===== src/rtl/toy_pack.sv =====
// Shared types and constants for the toy load/store unit memory arbiter.
// Holds bus payload structs, tracker entry layout and load extension helper.
package toy_pack;

    localparam int ADDR_WIDTH    = 32;
    localparam int REG_WIDTH     = 32;
    localparam int LSID_WIDTH    = 4;
    localparam int RD_WIDTH      = 5;
    localparam int INST_ID_WIDTH = 4;

    localparam logic [2:0] F3_LB  = 3'b000;
    localparam logic [2:0] F3_LH  = 3'b001;
    localparam logic [2:0] F3_LW  = 3'b010;
    localparam logic [2:0] F3_LBU = 3'b100;
    localparam logic [2:0] F3_LHU = 3'b101;

    localparam logic TOY_BUS_READ  = 1'b0;
    localparam logic TOY_BUS_WRITE = 1'b1;

    typedef struct packed {
        logic [ADDR_WIDTH-1:0]    mem_req_addr;
        logic [3:0]               mem_req_strb;
        logic [2:0]               funct3;
        logic [RD_WIDTH-1:0]      inst_rd;
        logic                     inst_fp_rd_en;
        logic [INST_ID_WIDTH-1:0] inst_id;
        logic [LSID_WIDTH-1:0]    lsid;
    } ldu_pkg;

    typedef struct packed {
        logic                  opcode;
        logic [ADDR_WIDTH-1:0] addr;
        logic [REG_WIDTH-1:0]  data;
        logic [3:0]            strb;
    } mem_req_pkg;

    typedef struct packed {
        logic [RD_WIDTH-1:0]      rd;
        logic                     fp_rd_en;
        logic [INST_ID_WIDTH-1:0] inst_id;
        logic [LSID_WIDTH-1:0]    lsid;
        logic [REG_WIDTH-1:0]     data;
    } ld_wb_pkg;

    typedef struct packed {
        logic                     is_load;
        logic [2:0]               funct3;
        logic [1:0]               off;
        logic [RD_WIDTH-1:0]      rd;
        logic                     fp_rd_en;
        logic [INST_ID_WIDTH-1:0] inst_id;
        logic [LSID_WIDTH-1:0]    lsid;
    } trk_entry_t;

    function automatic logic [REG_WIDTH-1:0] load_extend(
        input logic [2:0]           f3,
        input logic [REG_WIDTH-1:0] w
    );
        case (f3)
            F3_LB:   return {{(REG_WIDTH-8){w[7]}}, w[7:0]};
            F3_LBU:  return {{(REG_WIDTH-8){1'b0}}, w[7:0]};
            F3_LH:   return {{(REG_WIDTH-16){w[15]}}, w[15:0]};
            F3_LHU:  return {{(REG_WIDTH-16){1'b0}}, w[15:0]};
            default: return w;
        endcase
    endfunction

endpackage


===== src/rtl/toy_lsu_trk_fifo.sv =====
// In-order tracker FIFO for outstanding memory requests.
// Push and pop in the same cycle keep the count unchanged.
module toy_lsu_trk_fifo
    import toy_pack::*;
#(
    parameter int DEPTH = 4
) (
    input  logic                     clk,
    input  logic                     rst_n,
    input  logic                     push,
    input  logic                     pop,
    input  trk_entry_t               din,
    output logic                     full,
    output logic                     empty,
    output logic [$clog2(DEPTH):0]   count,
    output trk_entry_t               head
);

    localparam int PW = $clog2(DEPTH);
    localparam int CW = PW + 1;

    trk_entry_t        mem_q [DEPTH];
    trk_entry_t        mem_d [DEPTH];
    logic [PW-1:0]     wr_ptr_q, wr_ptr_d;
    logic [PW-1:0]     rd_ptr_q, rd_ptr_d;
    logic [CW-1:0]     cnt_q, cnt_d;
    logic              push_ok, pop_ok;

    assign full    = (cnt_q == CW'(DEPTH));
    assign empty   = (cnt_q == '0);
    assign count   = cnt_q;
    assign head    = mem_q[rd_ptr_q];
    assign push_ok = push && !full;
    assign pop_ok  = pop && !empty;

    always_comb begin
        mem_d    = mem_q;
        wr_ptr_d = wr_ptr_q;
        rd_ptr_d = rd_ptr_q;
        cnt_d    = cnt_q;
        if (push_ok) begin
            mem_d[wr_ptr_q] = din;
            wr_ptr_d        = wr_ptr_q + PW'(1);
        end
        if (pop_ok) begin
            rd_ptr_d = rd_ptr_q + PW'(1);
        end
        case ({push_ok, pop_ok})
            2'b10:   cnt_d = cnt_q + CW'(1);
            2'b01:   cnt_d = cnt_q - CW'(1);
            default: cnt_d = cnt_q;
        endcase
    end

    always_ff @(posedge clk) begin
        if (!rst_n) begin
            mem_q    <= '{default: '0};
            wr_ptr_q <= '0;
            rd_ptr_q <= '0;
            cnt_q    <= '0;
        end else begin
            mem_q    <= mem_d;
            wr_ptr_q <= wr_ptr_d;
            rd_ptr_q <= rd_ptr_d;
            cnt_q    <= cnt_d;
        end
    end

endmodule


===== src/rtl/toy_lsu_mem_arb.sv =====
// Round-robin load/store arbiter onto a single in-order memory port.
// Define TOY_LSU_ARB_PERF_EN to add saturating grant/stall counters.
module toy_lsu_mem_arb
    import toy_pack::*;
#(
    parameter int MAX_OUTSTANDING = 4
) (
    input  logic                  clk,
    input  logic                  rst_n,
    input  logic                  s_ld_vld,
    output logic                  s_ld_rdy,
    input  ldu_pkg                s_ld_pld,
    input  logic                  s_st_vld,
    output logic                  s_st_rdy,
    input  logic [ADDR_WIDTH-1:0] s_st_addr,
    input  logic [REG_WIDTH-1:0]  s_st_data,
    input  logic [3:0]            s_st_strb,
    input  logic [LSID_WIDTH-1:0] s_st_lsid,
    output logic                  m_mem_req_vld,
    input  logic                  m_mem_req_rdy,
    output mem_req_pkg            m_mem_req_pld,
    input  logic                  s_mem_ack_vld,
    input  logic [REG_WIDTH-1:0]  s_mem_ack_data,
    output logic                  m_ld_wb_vld,
    output ld_wb_pkg              m_ld_wb_pld,
    output logic                  m_st_done_vld,
    output logic [LSID_WIDTH-1:0] m_st_done_lsid,
`ifdef TOY_LSU_ARB_PERF_EN
    output logic [31:0]           perf_ld_grant_cnt,
    output logic [31:0]           perf_st_grant_cnt,
    output logic [31:0]           perf_full_stall_cnt,
`endif
    output logic                  err_sticky
);

    localparam int CW = $clog2(MAX_OUTSTANDING) + 1;

    logic                  slot_vld_q, slot_vld_d;
    mem_req_pkg            slot_q, slot_d;
    logic                  rr_st_q, rr_st_d;
    logic                  err_q, err_d;
    logic                  ld_wb_vld_q, ld_wb_vld_d;
    ld_wb_pkg              ld_wb_q, ld_wb_d;
    logic                  st_done_vld_q, st_done_vld_d;
    logic [LSID_WIDTH-1:0] st_done_lsid_q, st_done_lsid_d;

    logic                  can_take, ld_acc, st_acc, acc;
    logic [ADDR_WIDTH-1:0] req_addr;
    logic [3:0]            req_strb;
    logic [1:0]            req_off;
    logic [6:0]            strb_sh;
    trk_entry_t            trk_din, trk_head;
    logic                  trk_full, trk_empty, trk_pop;
    logic [CW-1:0]         trk_count;
    logic                  trk_count_unused;

    assign trk_count_unused = ^trk_count;

    // Credit check uses this cycle's count: a same-cycle ack frees nothing yet.
    always_comb begin
        can_take = rst_n && (!slot_vld_q || m_mem_req_rdy) && !trk_full;
        s_ld_rdy = can_take && (!s_st_vld || !rr_st_q);
        s_st_rdy = can_take && (!s_ld_vld || rr_st_q);
    end

    assign ld_acc   = s_ld_vld && s_ld_rdy;
    assign st_acc   = s_st_vld && s_st_rdy;
    assign acc      = ld_acc || st_acc;
    assign req_addr = ld_acc ? s_ld_pld.mem_req_addr : s_st_addr;
    assign req_strb = ld_acc ? s_ld_pld.mem_req_strb : s_st_strb;
    assign req_off  = req_addr[1:0];
    assign strb_sh  = {3'b000, req_strb} << req_off;
    assign trk_pop  = s_mem_ack_vld && !trk_empty;

    always_comb begin
        trk_din          = '0;
        trk_din.is_load  = ld_acc;
        trk_din.off      = req_off;
        trk_din.lsid     = ld_acc ? s_ld_pld.lsid : s_st_lsid;
        if (ld_acc) begin
            trk_din.funct3   = s_ld_pld.funct3;
            trk_din.rd       = s_ld_pld.inst_rd;
            trk_din.fp_rd_en = s_ld_pld.inst_fp_rd_en;
            trk_din.inst_id  = s_ld_pld.inst_id;
        end
    end

    always_comb begin
        slot_vld_d = slot_vld_q;
        slot_d     = slot_q;
        rr_st_d    = rr_st_q;
        if (acc) begin
            slot_vld_d    = 1'b1;
            slot_d.opcode = ld_acc ? TOY_BUS_READ : TOY_BUS_WRITE;
            slot_d.addr   = {req_addr[ADDR_WIDTH-1:2], 2'b00};
            slot_d.strb   = strb_sh[3:0];
            slot_d.data   = ld_acc ? '0 : (s_st_data << {req_off, 3'b000});
            rr_st_d       = ld_acc;
        end else if (m_mem_req_rdy) begin
            slot_vld_d = 1'b0;
        end
    end

    always_comb begin
        ld_wb_vld_d    = trk_pop && trk_head.is_load;
        st_done_vld_d  = trk_pop && !trk_head.is_load;
        ld_wb_d        = ld_wb_q;
        st_done_lsid_d = st_done_lsid_q;
        if (ld_wb_vld_d) begin
            ld_wb_d.rd       = trk_head.rd;
            ld_wb_d.fp_rd_en = trk_head.fp_rd_en;
            ld_wb_d.inst_id  = trk_head.inst_id;
            ld_wb_d.lsid     = trk_head.lsid;
            ld_wb_d.data     = load_extend(trk_head.funct3,
                s_mem_ack_data >> {trk_head.off, 3'b000});
        end
        if (st_done_vld_d) begin
            st_done_lsid_d = trk_head.lsid;
        end
        err_d = err_q || (acc && |strb_sh[6:4])
              || (s_mem_ack_vld && trk_empty);
    end

    always_ff @(posedge clk) begin
        if (!rst_n) begin
            slot_vld_q     <= 1'b0;
            slot_q         <= '0;
            rr_st_q        <= 1'b0;
            err_q          <= 1'b0;
            ld_wb_vld_q    <= 1'b0;
            ld_wb_q        <= '0;
            st_done_vld_q  <= 1'b0;
            st_done_lsid_q <= '0;
        end else begin
            slot_vld_q     <= slot_vld_d;
            slot_q         <= slot_d;
            rr_st_q        <= rr_st_d;
            err_q          <= err_d;
            ld_wb_vld_q    <= ld_wb_vld_d;
            ld_wb_q        <= ld_wb_d;
            st_done_vld_q  <= st_done_vld_d;
            st_done_lsid_q <= st_done_lsid_d;
        end
    end

    toy_lsu_trk_fifo #(
        .DEPTH (MAX_OUTSTANDING)
    ) u_trk (
        .clk   (clk),
        .rst_n (rst_n),
        .push  (acc),
        .pop   (trk_pop),
        .din   (trk_din),
        .full  (trk_full),
        .empty (trk_empty),
        .count (trk_count),
        .head  (trk_head)
    );

    assign m_mem_req_vld  = slot_vld_q;
    assign m_mem_req_pld  = slot_q;
    assign m_ld_wb_vld    = ld_wb_vld_q;
    assign m_ld_wb_pld    = ld_wb_q;
    assign m_st_done_vld  = st_done_vld_q;
    assign m_st_done_lsid = st_done_lsid_q;
    assign err_sticky     = err_q;

`ifdef TOY_LSU_ARB_PERF_EN
    logic [31:0] perf_ld_q, perf_ld_d;
    logic [31:0] perf_st_q, perf_st_d;
    logic [31:0] perf_fs_q, perf_fs_d;

    always_comb begin
        perf_ld_d = perf_ld_q;
        perf_st_d = perf_st_q;
        perf_fs_d = perf_fs_q;
        if (ld_acc && perf_ld_q != '1) perf_ld_d = perf_ld_q + 32'd1;
        if (st_acc && perf_st_q != '1) perf_st_d = perf_st_q + 32'd1;
        if ((s_ld_vld || s_st_vld) && trk_full && perf_fs_q != '1) begin
            perf_fs_d = perf_fs_q + 32'd1;
        end
    end

    always_ff @(posedge clk) begin
        if (!rst_n) begin
            perf_ld_q <= '0;
            perf_st_q <= '0;
            perf_fs_q <= '0;
        end else begin
            perf_ld_q <= perf_ld_d;
            perf_st_q <= perf_st_d;
            perf_fs_q <= perf_fs_d;
        end
    end

    assign perf_ld_grant_cnt   = perf_ld_q;
    assign perf_st_grant_cnt   = perf_st_q;
    assign perf_full_stall_cnt = perf_fs_q;
`endif

endmodule


===== config.mk =====
export PLATFORM = sky130hd
export DESIGN_NAME = toy_lsu_mem_arb
export DESIGN_NICKNAME = d
export VERILOG_FILES = /design/src/rtl/toy_pack.sv /design/src/rtl/toy_lsu_trk_fifo.sv /design/src/rtl/toy_lsu_mem_arb.sv
export SDC_FILE = /design/constraint.sdc
export NUM_CORES = 1
export LEC_CHECK = 0
export CAP_MARGIN = 20
export CORE_ASPECT_RATIO = 1.25
export CORE_MARGIN = 2
export CORE_UTILIZATION = 47
export CTS_CLUSTER_DIAMETER = 150
export CTS_CLUSTER_SIZE = 30
export DETAILED_ROUTE_END_ITERATION = 16
export PLACE_DENSITY = 0.81
export SLEW_MARGIN = 20
export SYNTH_ARGS = -nofsm -noshare
export SYNTH_HDL_FRONTEND = slang
export SYNTH_SLANG_ARGS = --single-unit

===== constraint.sdc =====
create_clock -name clk -period 4.87 [get_ports clk]
set_input_delay 0.974 -clock clk [delete_from_list [all_inputs] [get_ports clk]]
set_output_delay 0.974 -clock clk [all_outputs]
set_load 0.05 [all_outputs]

==> reports/metrics.yaml <==
yosys:
  ys_seq_elements: 209
  syn_area_per_cell_um2: 9.30
  yosys_warnings: 0
  syn_area_um2: 9180
  synth_top_cell_by_area: "dfxtp_1"
  ys_seq_area_share_pct: 45.6
  synthTopCellsByArea: "dfxtp_1, mux2i_1, a21oi_1"
  ys_types: 56
  synthTopCellsByCount: "dfxtp_1, nand2_1, a21oi_1"
  synth-async-reset-ratio_pct: 0
  ys.flop_type: "dfxtp_1"
  synth_most_common_cell: "dfxtp_1"
  synthCells: 987
  synth_edf_count: 0
  synthDominantCellAreaShare_pct: 45.6
drt:
  drt_wl_total_um: 26600
  drc: 0
  ant_nets: 0
  drt-vias-per-instance: 5.63
  drt_iter0_markers: 593
  num_vias: 8277
  drt-pass1-iter-count: 5
  post_drt_wl_per_cell_um: 18.1
finish:
  fill_cells: 1634
  multi_input_area_um2: 4490
  fin_nets: 1373
  final_cell_area_um2: 12300
  num_antenna_cells: 0
  area_growth_pct: 34.2
  drive_gt1_share_pct: 5.56
  fin_util_pct: 63.8
  seq_area_um2: 4180
  stdcell_count: 1469
run_status:
  status: "finished clean"
run:
  maxCapViolations: 0
clock_tree:
  cts.reportedPaths.clkPinSlew_ps: 110
  cts_max_level: 1
  cts_buffer_depth: 3
  cts_tree: "built"
  clock_sinks: 209
  cts_made_buffers: 10
  ctsResizeCount: 0
  clk_latency_ps: 460
  post-cts-setup-buffer-count: 0
  holdBufCountCts: 0
  cts-root-buf: "clkbuf_16"
die:
  die-height_um: 160
  die-width_um: 129
  start_util_pct: 47.5
  design.core.area_um2: 19300
  fp-row-count: 57
  die_area_um2: 20700
  io_pins: 288
timing:
  setup_ws_ps: 1370
  hold_violations: 0
  tns_ps: 0
  setup_viol: 0
  rsz0062_at_grt: "no"
  slew_viol_final: 0
  hold_ws_ps: 458
  finClkSkew_ps: 11.8
  tightest_slew_ps: 1120
  fin_crit_ps: 3500
  fmax_mhz: 286
  fin_crit_sh_pct: 71.9
  max-slew-margin-rel_pct: 25.1
grt:
  grt_pass1_vias: 7864
  grt_overflow: 0
  antenna_found_initial: 1
  grt.total_usage_pct: 24.8
  grt_pass1_wl_um: 41300
  met3_usage_pct: 5.56
  busiest_layer: "met2"
  gr-usage-met2_pct: 43.1
  grt_max_degree: 104
  met1_usage_pct: 30.3
worst_setup_path:
  reg2reg_depth: 5
  timing.critical_path.cells: "clkdlybuf4s50_1, nor2b_1, a2111oi_0, buf_12"
  cp_slowest_cell: "a2111oi_0"
  path_max_fanout: 5
  critPathKind: "in2out"
  r2r-start: "u_trk.rd_ptr_q[0]"
  cp.required_ps: 3900
  r2r-end: "m_ld_wb_pld[29]"
  cpPeakStageDelay_ps: 720
  arrival_ps: 2530
  r2r_setup_slack_ps: 1900
  start_kind: "primary input"
  end_kind: "primary output"
placement:
  place_ws_ps: 1190
  place_inst: 1457
  port_buffers: 285
  place_area_um2: 12000
  hpwl_um: 18500
  gp_congestion: 0.888
min_path:
  hold_path.class: "reg2reg"
  hold_end: "m_ld_wb_pld[2]"
  min-delay-start: "m_ld_wb_pld[2]"
  hold_path_depth: 2
power_and_ir_drop:
  vdd_ir_drop_max_uv: 262
  powerDensity_nw_per_um2: 336
  leakage_nw: 4.35
  total_power_mw: 4.14
worst max-delay path: cells and delay by family:
kind	cells	cell delay (ps)
AND/OR/NAND/NOR	1	130
AO/OA/AOI/OAI	1	720
buffers and inverters	2	700
state kept, by name, summed over array words and instances (netlist names), 2 cells and up:
name            count
u_trk.mem_q        80
u_trk.wr_ptr_q      2
u_trk.rd_ptr_q      2
m_ld_wb_pld        46
u_trk.count         3
m_st_done_lsid      4
m_mem_req_pld      67
per-layer routing:
| layer | share of wire, % | up-vias |
|---|---|---|
| li1 | - | 3993 |
| met1 | 39 | 3903 |
| met2 | 51 | 332 |
| met3 | 7.4 | 47 |
| met4 | 2.8 | 2 |
| met5 | 0.034 | - |
cell families after synthesis:
group	synth area share, %
other cells	0.0408
mux	14.3
compound gates	17.9
xor+xnor	0.477
flops	45.6
fa+ha+maj	0.899
buf+inv	5.79
simple gates	15.0
report_power, final:
group	leakage (nW)	internal, mW	switching [mW]
clock	0.137	0.411	0.524
sequential	1.69	1.81	0.0673
combinational	2.52	0.550	0.775
how the worst max path moves through the flow:
stage	start	end	slack, ps	depth (start not counted)
after global placement	s_ld_vld	m_mem_req_pld[34]	1280	8
after floorplan	rst_n	s_ld_rdy	100	4
after detailed placement	s_ld_vld	m_mem_req_pld[33]	1190	8
after global routing	m_mem_req_rdy	s_ld_rdy	1310	4
after CTS	m_mem_req_rdy	s_ld_rdy	1340	4
final	m_mem_req_rdy	s_ld_rdy	1370	4
area by class of cell:
type / count / area share [%]
Tap cell: 265 / 2.69
Inverter: 16 / 0.508
Clock buffer: 12 / 2.26
Multi-Input combinational cell: 668 / 36.4
Sequential cell: 209 / 33.9
Timing Repair Buffer: 299 / 24.2
cell usage in the layout (no fill, tap or decap), types with 3 or more instances in the layout:
master,instances
ha_1,5
o221ai_1,16
mux4_1,7
mux2i_1,57
a32oi_1,16
o21ai_1,6
nand3_1,62
o21ai_0,22
clkbuf_16,11
nor2b_1,5
mux4_2,20
dfxtp_1,209
inv_1,14
nor2_1,80
nand2_1,146
a222oi_1,29
a21oi_1,113
a211oi_1,25
o2bb2ai_1,8
clkdlybuf4s50_1,283
mux2_2,9
buf_4,14
xor2_1,3
and2_1,5
No activity file was read; power rests on OpenSTA's default activity.
==> edit 1 (config.mk and constraints unchanged) <==
Add a define of `TOY_LSU_ARB_PERF_EN`.
--- a/src/rtl/toy_lsu_mem_arb.sv
+++ b/src/rtl/toy_lsu_mem_arb.sv
@@ -1,5 +1,7 @@
 // Round-robin load/store arbiter onto a single in-order memory port.
 // Define TOY_LSU_ARB_PERF_EN to add saturating grant/stall counters.
+`define TOY_LSU_ARB_PERF_EN
+
 module toy_lsu_mem_arb
     import toy_pack::*;
 #(
Function (old outputs only; new: perf_full_stall_cnt, perf_ld_grant_cnt and perf_st_grant_cnt): kept (Yosys induction, for registers that start in step).
==> edit 1 against the unedited design <==
Cell area increased by 49%; first-iteration DRC count rose by 98%; via count increased by 64%; count of clock-buffer cells in the layout grew 3; clock power up 48%; area after synthesis grew 52%; sequential cell count up 96; worst setup slack got worse by 560 ps; power is 33% higher; sequential share of layout area shrank 0.60 points; register-to-register slack worse by 180 ps; routed wire length up 64%; critical path type unchanged; largest power group unchanged.
==> edit 1: results (changes against the unedited design) <==
** Drt
- Via count :: 13577 (+64%)
- Final routed wirelength across all metal layers :: 43600 um (+64%)
- Total met3 wirelength after detailed routing :: 2460 um (+26%)
- The routed length on met1 was 17300 um (+67%).
- Met2 Routed Length :: 22200 um (+65%)

** Global routing
- The global-route wire length before repair was 67800 um (+64%).
- The number of antenna violations at the first check in global routing is 5 (+4).
- Maximum number of pins on one net before global-route repair :: 142 (+37%)
- Gr usage total :: 0.268 (+0.0200)

** Worst setup path
- Arrival time reported for the critical path endpoint :: 3090 ps (+560 ps)

** Synthesis
- By count the netlist is led by sky130_fd_sc_hd__dfxtp_1 (305), sky130_fd_sc_hd__nand2_1 (196), sky130_fd_sc_hd__a21oi_1 (181).
- The share of the synthesized area in compound gates (AO/OA/AOI/OAI) was 0.191 (+0.0121).
- Post-synthesis share of cell area spent on full adders, half adders and majority gates :: 0.00861 (-0.000386)
- Part of the Yosys area used for sequential elements :: 0.438 (-0.0181)
- Cell types with the largest area share after synthesis :: sky130_fd_sc_hd__dfxtp_1 (44%), sky130_fd_sc_hd__a21oi_1 (6.5%), sky130_fd_sc_hd__nand2_1 (5.3%)

** Status
- Status :: finished clean

** Layout
- Layout cells sized above 1 :: 0.0481 (-0.00752)
- Nets :: 2042 (+49%)
- The number of inserted filler cells in the final layout came to 2508 (+53%).

** Clock tree
- Clock latency reported for the late side of the worst-skew pair :: 510 ps (+50 ps)
- The total CTS buffers was 14 (+4).

** Placed design
- The count of input and output buffers is 381 (+34%).
- The weighted congestion reported at the end of routability-driven placement was 0.916 (+3.1%).

** Timing
- The actual transition at the worst max-transition pin came to 1070 ps (-54.5 ps).

** Power
- Max VDD drop :: 0.000261 V (about the same)
-- edit 1: per-stage QoR --
| step | total power (W) | instances | hold WS [ps] |
|---|---|---|---|
| 2_1_floorplan | 0.00372 | 1579 | 433 |
| 3_3_place_gp | 0.00415 | 2250 | 437 |
| 3_5_place_dp | 0.00418 | 2250 | 446 |
| 4_1_cts | 0.00555 | 2266 | 462 |
| 5_1_grt | 0.00573 | 2271 | 475 |
| 6_report | 0.00552 | 2271 | 461 |
-- edit 1: logic make-up after synthesis --
logic type / after synthesis
simple gates: 579
compound gates: 416
fa+ha+maj: 9
xor+xnor: 8
buf+inv: 157
mux: 103
other cells: 1
flops: 305
-- edit 1: cell type report --
| class | instances | area (um^2) | share of cell area |
|---|---|---|---|
| multi-input cells | 1117 | 7200 | 0.393 |
| clock buffers | 15 | 375 | 0.0205 |
| clock inverters | 1 | 30.0 | 0.00164 |
| flip-flops and latches | 305 | 6110 | 0.333 |
| diodes | 5 | 12.5 | 0.000683 |
| inverters | 32 | 125 | 0.00683 |
| repair buffers | 400 | 3960 | 0.216 |
| well taps | 396 | 495 | 0.0271 |
-- edit 1: worst paths after layout --
path / startpoint / end / slack [ps] / depth (start not counted)
worst max-delay path: m_mem_req_rdy / s_st_rdy / 800 / 4
worst min-delay path: u_trk.mem_q[38] / u_trk.mem_q[38] / 460 / 2
worst max register to register: u_trk.rd_ptr_q[0] / m_ld_wb_pld[29] / 1720 / 6
worst min register to register: u_trk.mem_q[38] / u_trk.mem_q[38] / 460 / 2
-- edit 1: layer usage --
layer,vias up,global-route usage
met1,6526,0.331
met3,94,0.0363
met2,529,0.471
met4,0,0.102
met5,-,0
li1,6428,-
-- edit 1: report_power, final --
part / internal, W / switching (W) / leakage, nW
sequential: 0.00261 / 0.0000752 / 2.47
clock: 0.000571 / 0.000813 / 0.196
combinational: 0.000573 / 0.000879 / 3.38
-- edit 1: critical path, stage by stage --
cell and delay [ps]:
sky130_fd_sc_hd__clkdlybuf4s50_1 440, sky130_fd_sc_hd__nand2b_1 260, sky130_fd_sc_hd__o2111a_1 530, sky130_fd_sc_hd__clkdlybuf4s50_1 890
==> edit 2 (same flow settings) <==
Without the edit above. Put one more register stage on the output `err_sticky`, without a reset. The value now appears one clock later. The other outputs are not delayed to match.
--- a/src/rtl/toy_lsu_mem_arb.sv
+++ b/src/rtl/toy_lsu_mem_arb.sv
@@ -163,7 +163,9 @@
     assign m_ld_wb_pld    = ld_wb_q;
     assign m_st_done_vld  = st_done_vld_q;
     assign m_st_done_lsid = st_done_lsid_q;
-    assign err_sticky     = err_q;
+    always_ff @(posedge clk) begin
+        err_sticky <= err_q;
+    end
 
 `ifdef TOY_LSU_ARB_PERF_EN
     logic [31:0] perf_ld_q, perf_ld_d;
Behaviour: not the same (Yosys sat finds a counterexample within 4 cycles, from zero or initial values and one cycle with rst_n low).
==> edit 2 against the unedited design <==
Fmax down 7.7%; worst setup slack worse by 290 ps; clock power about the same; sequential share of layout area about the same; worst hold slack worse by 80 ps; power up 0.42%; via count up 1.6%; routed wire length up 1.7%; area after synthesis up 0.22%; non-clock buffer count up 2; cell area up 0.34%; sequential cell count up 1.
==> edit 2: results (changes against the unedited design) <==
** Global routing
- The via count of the first global-routing pass came to 8102 (+3.0%).
- GRT met3 Usage :: 0.0496 (-0.00598)
- The overall routing resource usage came to 0.252 (+0.00446).
- The met2 track demand over resource is 0.437 (+0.00515).
- Global-route wire length before repair :: 42400 um (+2.6%)
- The pin count of the biggest net entering global routing came to 122 (+17%).
- The met1 capacity usage during global routing is 0.315 (+0.0121).

** Synthesis
- Unique cell type count in the Yosys netlist :: 56 (unchanged)
- Part of the Yosys area used for sequential elements :: 0.457 (+0.00118)
- Cell types with the largest area share after synthesis :: sky130_fd_sc_hd__dfxtp_1 (46%), sky130_fd_sc_hd__mux2i_1 (6.3%), sky130_fd_sc_hd__a21oi_1 (6.1%)
- Top cells by instance count after synthesis :: sky130_fd_sc_hd__dfxtp_1 (210), sky130_fd_sc_hd__nand2_1 (146), sky130_fd_sc_hd__a21oi_1 (113)
- The average cell area after synthesis was 9.31 um^2 (+0.12%).

** Worst setup path
- Arrival time reported for the critical path endpoint :: 2820 ps (+290 ps)
- Critical path peak fanout :: 36 (+31)
- CP startpoint :: rst_n
- The number of cell instances on the worst register-to-register path is 5 (unchanged).
- In this run the critical register-to-register path is captured at m_ld_wb_pld[31].
- The register-to-register path setup slack was 1980 ps (+80 ps).

** Drt
- The routed length on met1 is 10800 um (+3.9%).
- Met2 Routed Length :: 13400 um (-1.1%)
- The count of routing violations after the opening detailed-route iteration was 705 (+19%).
- Average wire length per cell after detail routing :: 18.3 um (+1.4%)
- The total iterations of the first detailed-routing run came to 6 (+1).
- Total met3 wirelength after detailed routing :: 2180 um (+11%)
- Post-DR vias/cell :: 5.71 (+1.3%)
- In this run the top signal layer used is met4.

** Hold path
- The hold-critical path depth is 0 (-2).
- Endpoint with the worst hold slack :: err_sticky
- The worst hold path begins at err_q.

** Clock tree
- Clock buffer depth :: 3 (unchanged)
- The root buffer cell chosen for the clock tree is sky130_fd_sc_hd__clkbuf_16.
- Post-cts repair resize count :: 0 (unchanged)

** Power
- The leakage component of the power is 4.37 nW (+0.48%).
- The net load switching power came to 0.00137 W (+0.54%).
- Max VDD drop :: 0.000236 V (-9.9%)
- Sequential power share :: 0.455 (about the same)

** Placed design
- The standard cell area after detailed placement is 12100 um^2 (+0.32%).
- Post-DP HPWL :: 18700 um (+0.87%)
- The count of input and output buffers is 285 (unchanged).
- Post-Place Worst Slack :: 962 ps (-231 ps)
- The weighted congestion reported at the end of routability-driven placement is 0.911 (+2.6%).

** Layout
- Nets :: 1376 (+0.22%)
- The post-layout instance count excluding filler cells is 1473 (+0.27%).
- The fraction of layout cells with a size suffix above 1 was 0.0580 (+0.00240).

** Timing
- Max-Slew Margin vs Limit :: 0.320 (+0.0693)
- Smallest hold slack :: 378 ps (-79.7 ps)
- Setup skew after layout :: 16.7 ps (+4.88 ps)
- The least setup slack across all paths after layout is 1080 ps (-292 ps).

** Status
- The run finished with clean final reports.
==> edit 2: cell type report <==
class	count	area [um^2]
fill	1616	6960
sequential	210	4200
inverter	16	62.6
tap	265	332
timing repair buffer	301	3000
clock buffer	11	275
antenna	2	5.00
multi-input combinational	668	4490
==> edit 2: worst max-delay path, stage by stage <==
cell and delay, ps:
sky130_fd_sc_hd__clkdlybuf4s50_1 650, sky130_fd_sc_hd__inv_4 220, sky130_fd_sc_hd__a2111oi_0 740, sky130_fd_sc_hd__buf_12 220
==> edit 2: kinds of logic (layout without fill, tap and decap cells) <==
| group | Yosys count | count (layout) | synth area share |
|---|---|---|---|
| simple gates | 316 | 316 | 0.150 |
| compound gates | 245 | 245 | 0.179 |
| flops | 210 | 210 | 0.457 |
| buf+inv | 111 | 328 | 0.0578 |
| mux | 94 | 94 | 0.143 |
| fa+ha+maj | 6 | 6 | 0.00897 |
| xor+xnor | 5 | 5 | 0.00476 |
| other cells | 1 | 4 | 0.000407 |
